**src/rtl/logicnet_lut_neuron_array.sv**
```systemverilog
// Runtime-programmable array of LogicNets LUT neurons with valid/ready streaming and 1-cycle latency.
// Optional table readback port enabled by defining LOGICNET_LUT_READBACK_EN.
module logicnet_lut_neuron_array #(
    parameter int NUM_NEURONS = 4,
    parameter int IN_BITS     = 8,
    parameter int OUT_BITS    = 1,
    localparam int NW         = (NUM_NEURONS > 1) ? $clog2(NUM_NEURONS) : 1
) (
    input  logic                            clk,
    input  logic                            rst_n,
    input  logic                            in_valid,
    output logic                            in_ready,
    input  logic [NUM_NEURONS*IN_BITS-1:0]  in_data,
    output logic                            out_valid,
    input  logic                            out_ready,
    output logic [NUM_NEURONS*OUT_BITS-1:0] out_data,
    input  logic                            cfg_we,
    input  logic [NW-1:0]                   cfg_neuron,
    input  logic [IN_BITS-1:0]              cfg_addr,
    input  logic [OUT_BITS-1:0]             cfg_wdata,
    output logic                            cfg_ready,
    output logic                            init_done
`ifdef LOGICNET_LUT_READBACK_EN
    ,
    input  logic                            cfg_re,
    output logic                            cfg_rvalid,
    output logic [OUT_BITS-1:0]             cfg_rdata
`endif
);

    localparam int DEPTH = 1 << IN_BITS;

    typedef enum logic {
        ST_INIT,
        ST_RUN
    } state_e;

    state_e                          state_q, state_d;
    logic [IN_BITS-1:0]              init_cnt_q, init_cnt_d;
    logic                            out_valid_q, out_valid_d;
    logic [NUM_NEURONS*OUT_BITS-1:0] out_data_q, out_data_d;
    logic                            init_done_q, init_done_d;
    logic                            cfg_ready_q, cfg_ready_d;

    logic [NUM_NEURONS*OUT_BITS-1:0] lut_out;
    logic [NUM_NEURONS-1:0]          tbl_we;
    logic [IN_BITS-1:0]              tbl_waddr;
    logic [OUT_BITS-1:0]             tbl_wdata;
    logic                            run;
    logic                            in_fire;

`ifdef LOGICNET_LUT_READBACK_EN
    logic [OUT_BITS-1:0]             rb_word [NUM_NEURONS];
    logic                            cfg_rvalid_q, cfg_rvalid_d;
    logic [OUT_BITS-1:0]             cfg_rdata_q, cfg_rdata_d;
`endif

    assign run       = (state_q == ST_RUN);
    assign in_ready  = run && !cfg_we && (!out_valid_q || out_ready);
    assign in_fire   = in_valid && in_ready;
    assign out_valid = out_valid_q;
    assign out_data  = out_data_q;
    assign init_done = init_done_q;
    assign cfg_ready = cfg_ready_q;

    // One distributed-RAM table per neuron: shared write port, private lookup port.
    for (genvar n = 0; n < NUM_NEURONS; n++) begin : g_neuron
        logic [OUT_BITS-1:0] tbl [DEPTH];

        always_ff @(posedge clk) begin
            if (tbl_we[n]) begin
                tbl[tbl_waddr] <= tbl_wdata;
            end
        end

        assign lut_out[n*OUT_BITS +: OUT_BITS] = tbl[in_data[n*IN_BITS +: IN_BITS]];
`ifdef LOGICNET_LUT_READBACK_EN
        assign rb_word[n] = tbl[cfg_addr];
`endif
    end

    // INIT sweeps zeros into every table at once; RUN only writes the addressed neuron.
    always_comb begin
        tbl_we    = '0;
        tbl_waddr = cfg_addr;
        tbl_wdata = cfg_wdata;
        if (state_q == ST_INIT) begin
            tbl_we    = '1;
            tbl_waddr = init_cnt_q;
            tbl_wdata = '0;
        end else if (cfg_we) begin
            for (int n = 0; n < NUM_NEURONS; n++) begin
                tbl_we[n] = (cfg_neuron == NW'(n));
            end
        end
    end

    always_comb begin
        state_d     = state_q;
        init_cnt_d  = init_cnt_q;
        init_done_d = init_done_q;
        cfg_ready_d = cfg_ready_q;
        out_valid_d = out_valid_q;
        out_data_d  = out_data_q;

        case (state_q)
            ST_INIT: begin
                init_cnt_d = init_cnt_q + IN_BITS'(1);
                if (init_cnt_q == '1) begin
                    state_d     = ST_RUN;
                    init_done_d = 1'b1;
                    cfg_ready_d = 1'b1;
                end
            end
            default: ;
        endcase

        // Result is captured at accept time, so later table writes never disturb a held beat.
        if (in_fire) begin
            out_valid_d = 1'b1;
            out_data_d  = lut_out;
        end else if (out_ready) begin
            out_valid_d = 1'b0;
        end
    end

    always_ff @(posedge clk) begin
        if (!rst_n) begin
            state_q     <= ST_INIT;
            init_cnt_q  <= '0;
            init_done_q <= 1'b0;
            cfg_ready_q <= 1'b0;
            out_valid_q <= 1'b0;
            out_data_q  <= '0;
        end else begin
            state_q     <= state_d;
            init_cnt_q  <= init_cnt_d;
            init_done_q <= init_done_d;
            cfg_ready_q <= cfg_ready_d;
            out_valid_q <= out_valid_d;
            out_data_q  <= out_data_d;
        end
    end

`ifdef LOGICNET_LUT_READBACK_EN
    assign cfg_rvalid = cfg_rvalid_q;
    assign cfg_rdata  = cfg_rdata_q;

    // A write in the same cycle suppresses the read; out-of-range neurons read back as zero.
    always_comb begin
        cfg_rvalid_d = run && cfg_re && !cfg_we;
        cfg_rdata_d  = cfg_rdata_q;
        if (cfg_rvalid_d) begin
            cfg_rdata_d = '0;
            for (int n = 0; n < NUM_NEURONS; n++) begin
                if (cfg_neuron == NW'(n)) begin
                    cfg_rdata_d = rb_word[n];
                end
            end
        end
    end

    always_ff @(posedge clk) begin
        if (!rst_n) begin
            cfg_rvalid_q <= 1'b0;
            cfg_rdata_q  <= '0;
        end else begin
            cfg_rvalid_q <= cfg_rvalid_d;
            cfg_rdata_q  <= cfg_rdata_d;
        end
    end
`endif

endmodule

```
**config.mk**
```make
export PLATFORM = sky130hd
export DESIGN_NAME = logicnet_lut_neuron_array
export DESIGN_NICKNAME = d
export VERILOG_FILES = /design/src/rtl/logicnet_lut_neuron_array.sv
export SDC_FILE = /design/constraint.sdc
export NUM_CORES = 2
export LEC_CHECK = 0
export BUFFER_PORTS_ARGS = -buffer_cell sky130_fd_sc_hd__buf_4
export CORE_MARGIN = 2
export CORE_UTILIZATION = 50
export CTS_CLUSTER_SIZE = 40
export DETAILED_ROUTE_END_ITERATION = 7
export GPL_ROUTABILITY_DRIVEN = 0
export PLACE_DENSITY = 0.68
export SYNTH_ARGS = -nofsm -noshare
export SYNTH_HDL_FRONTEND = slang
export SYNTH_SLANG_ARGS = --single-unit
export TNS_END_PERCENT = 20
```
**constraint.sdc**
```tcl
create_clock -name clk -period 56.1 [get_ports clk]
set_input_delay 11.22 -clock clk [delete_from_list [all_inputs] [get_ports clk]]
set_output_delay 11.22 -clock clk [all_outputs]
set_load 0.02 [all_outputs]
```
[Yosys cells after proc, flatten, opt, wreduce, memory -nomap -nowiden]
Memory sizes are Yosys's and may differ from the RTL's. A register that Yosys moved wholly into a read port is not among the register bits.
Cells that the tools add are included.
Storage, ports and cells
  word-level logic and storage cells: 43
  output and inout port bits: 8
  bits of input ports: 48
  memories kept: 4
  bits in registers: 11
  RAM bits: 1024
Memories
  g_neuron[0].tbl: words 256, bits a word 1, read ports 1, clocked after memory_dff 1, write ports 1, line 68  | logic [OUT_BITS-1:0] tbl [DEPTH];
  g_neuron[1].tbl: words 256, bits a word 1, read ports 1, clocked after memory_dff 1, write ports 1, line 68
  g_neuron[2].tbl: words 256, bits a word 1, read ports 1, clocked after memory_dff 1, write ports 1, line 68
  g_neuron[3].tbl: words 256, bits a word 1, read ports 1, clocked after memory_dff 1, write ports 1, line 68
Operators by class
  bitwise gates (word level): 1
  $add $sub $neg: 1
  muxes and demuxes: 16
  reductions and logical operators: 13
  equal/unequal tests: 4
Operators with widths (number)
  $mux 1: 13
  $add 8x1->8 const B: 1
  $eq 8x8->1 const B: 1
  $mux 4: 2
  $mux 8: 1
  $logic_not 1->1: 6
  $eq 2x2->1 const B: 2
  $logic_and 1x1->1: 3
  $eq 2x1->1 const B: 1
  $logic_not 2->1: 1
  $reduce_and 2->1: 1
  $reduce_bool 2->1: 1
  $logic_or 1x1->1: 1
  $not 1->1: 1

[Depth between registers and ports, before layout]
  depth in word-level cells: 5
  mapped depth: 10

[Worst setup path before layout]
No wires, ideal clock.
  path kind: in2reg
  start: input port cfg_wdata
  end: memory g_neuron[0].tbl[0] (data pin)
  data required time: 53.235 ns
  setup time: 2.865 ns
  stages: 1
  arrival: 23.866 ns
  setup slack: 29.369 ns
  cell sequence: and2_1
Between the ends
  longest elaborated chain between the ends: 1
RTL lines
  start: declaration: line 20  | input logic [OUT_BITS-1:0] cfg_wdata,
  $mux 1: line 87  | if (state_q == ST_INIT) begin
  end: declaration: line 68
No other way between the ends.

[Final worst setup path]
  start: input port out_ready
  end: output port in_ready
Between the ends
  longest elaborated chain between the ends: 2
RTL lines
  start: declaration: line 15  | input logic out_ready,
  $logic_or 1x1->1: line 59  | assign in_ready = run && !cfg_we && (!out_valid_q || out_ready);
  $logic_and 1x1->1: line 59
  end: declaration: line 12  | output logic in_ready,
No other way between the ends.

==> impl_results.md <==
* Outcome: finished with violations
* Violated checks: design-rule violations
* Asr flop ratio synth at 0%
* Number of global-route vias before repair at 27,300
* WS Path Type: in -> out
* Number of fill cells in the layout at 7,206
* Mapped Area at 0.0458 mm²
* Worst endpoint required time at 44,880 ps
* Final Cell Area at 0.0496 mm²
* Fmax achieved at 43.1 MHz
* Num CTS Buffers at 99
* Core area at 0.0912 mm²
* Post-DP Area at 0.0466 mm²
* Site Rows at 111
* Bufs on Longest Clock Path at 3
* DRT antenna net count at 0
* Synth Area per Inst at 14.2 µm²
* Final cycle utilization of the critical path at 41.4%
* FF-to-FF setup slack at 51,400 ps
* Crit path buffers/inverters at 2
* Via count at 27,400
* Area Growth Syn to Fin at 8.26%
* Hold Buf Count CTS at 0
* Sink Count at 1,039
* Initial Util at 50.2%
* DRC violations left at 40
* Iteration-0 DRC count of the detailed router at 3,742
* Vias per cell at 6.19
* Total track usage at 23.2%
* Synth Register Bits at 1,039
* Filler-free cell count of the finished design at 4,425
* Post-synth EDFFs at 1,024
* Fin crit period at 23,200 ps
* Synth Instances at 3,238
* CP max stage delay at 330 ps
* Wire per inst at 24.7 µm
* Critical Path Most Common Cell: buf_4
* Ys flop type: edfxtp_1
* Cell Chain, Critical Path: buf_4 -> or2b_2 -> and2_1 -> buf_4
* Buffers on Ports at 55
* Post-synthesis cell type count at 71
* Yosys warnings at 0
* Die area at 0.0941 mm²
* Postcts setup bufs at 0
* Syn nets at 3,287
* Commonest cells after routing, fill and taps aside: nor2_1 (1,067), edfxtp_1 (1,024), mux4_2 (176), nand2_1 (130), mux2i_1 (113)
* Unrepaired setup endpoints after global routing: false
* Critical path launch point type: primary input
* Clock slew at reported path FFs at 60 ps
* CP Capture Type: primary output
* VDD IR max at 0.0000242 V
* Critical path's top delay family: simple AND/OR/NAND/NOR gates
* Max-slew headroom at 8.54%
* Nets at 3,214
* Power Dens Cells at 31.1 mW/mm²
* Remaining Overflow, GRT at 0
* Clock Skew at 24.0 ps
* Top Ports at 56
* CP max FO at 5
* Share of layout cells above drive strength 1 at 13.0%
* Setup violations, final at 0
* Hold WC Path Type: reg -> reg
* N_diodes at 0
* Initial antenna violation count at 5
* CTS tree: yes
* Count of pins over their slew limit at 0
* Final hold viol count at 0
* Clock latency on the worst-skew pair at 670 ps
* Commonest non-fill, non-tap cell in the layout: nor2_1
* Max cap viols at 0
* Final WL at 109,000 µm
* Static leakage at 14.9 nW
* Sequential share of the synthesized area at 67.7%
* Worst slew pin tran at 1370 ps
* Die width at 307 µm
* Wire length of the first global-routing pass at 165,000 µm
* Worst Path Arrival at 11,980 ps
* Setup TNS at 0 ps
* Root Driver: clkbuf_16
* Inst Count DP at 4,250
* HPWL Detailed at 63,500 µm
* Post-cts sizing count at 0
* CP max-delay cell: or2b_2
* Initial DRT Pass Iterations at 8
* H-tree level count at 3
* Largest net degree at the start of global routing at 323
* Chip Height at 307 µm
-- worst min-delay path: cells and delay by family, from the launching register on --
kind,cells,cell delay [ps]
and+or+nand+nor,2,150
DFF,1,340
-- stage by stage --
step | worst slack [ps] | total power, mW | hold slack [ps] | util, %
3_5_place_dp | 32900 | 0.926 | 521 | 51.1
3_3_place_gp | 32900 | 0.926 | 512 | 51.1
2_1_floorplan | 29370 | 0.908 | 558 | -
4_1_cts | 32890 | 1.55 | 539 | 54.4
5_1_grt | 32880 | 1.58 | 583 | 54.4
6_report | 32900 | 1.54 | 527 | 54.4
-- state kept, by name, indices dropped and copies added (netlist names) --
signal	flops
init_cnt_q	8
g_neuron.tbl	1024
run	1
out_data	4
cfg_ready	1
out_valid	1
-- synth_stat cells, drive strengths merged, types with 5 or more instances --
library cell	number	area share, %
nor2	1067	8.7
edfxtp	1024	67
mux4	212	11
clkbuf	171	1.4
nand2	144	1.2
mux2i	113	2.5
buf	88	1.6
o221ai	35	0.74
nand3	31	0.34
o21ai	27	0.29
o22ai	26	0.35
a21oi	24	0.26
nand2b	20	0.27
nor2b	18	0.25
a31oi	16	0.22
nor3	16	0.17
dfxtp	15	0.66
inv	15	0.12
a22oi	13	0.21
o211ai	13	0.21
a21boi	12	0.20
o32ai	12	0.23
mux2	10	0.27
o31ai	10	0.16
a22o	8	0.15
and2	8	0.11
nand4	7	0.096
a311oi	6	0.11
o21bai	6	0.098
and2b	5	0.085
nor4b	5	0.096
o21a	5	0.082
o22a	5	0.096
xnor2	5	0.096
-- layout make-up --
class / instances / area, µm² / area share, %
clock buffer: 143 / 2770 / 5.58
clock inverter: 32 / 230 / 0.464
inverter: 19 / 71.3 / 0.144
multi-input combinational: 1921 / 13400 / 26.9
sequential: 1039 / 31000 / 62.6
tap: 1186 / 1480 / 2.99
timing repair buffer: 85 / 651 / 1.31
-- path summary, 6_finish.rpt --
check / start / to / cells after the start
setup / recovery: out_ready / in_ready / 4
hold / removal: cfg_ready / cfg_ready / 2
setup reg to reg: run / g_neuron[0].tbl[240] / 5
hold reg to reg: cfg_ready / cfg_ready / 2
-- kinds of logic (layout without fill, tap and decap cells) --
| kind of cell | Yosys count | after routing | synth area share [%] |
|---|---|---|---|
| flops | 1039 | 1039 | 67.7 |
| fa+ha+maj | 1 | 1 | 0.0273 |
| mux | 335 | 335 | 13.4 |
| compound gates | 241 | 241 | 3.87 |
| buf+inv | 278 | 279 | 3.20 |
| simple gates | 1337 | 1337 | 11.6 |
| xor+xnor | 7 | 7 | 0.134 |
-- power by group --
group | internal (mW) | leakage, nW | switching [mW]
combinational | 0.0258 | 4.22 | 0.0434
sequential | 0.841 | 9.28 | 0.000818
clock | 0.354 | 1.45 | 0.277
-- routing by layer --
layer | GRT usage, % | vias to the layer above | share of wire, %
met5 | 0 | - | 0.050
met4 | 7.74 | 8 | 2.8
met3 | 4.20 | 204 | 8.6
met2 | 38.3 | 1241 | 49
met1 | 31.3 | 14100 | 40
li1 | - | 11800 | -
Power figures use the tool's default switching activity.
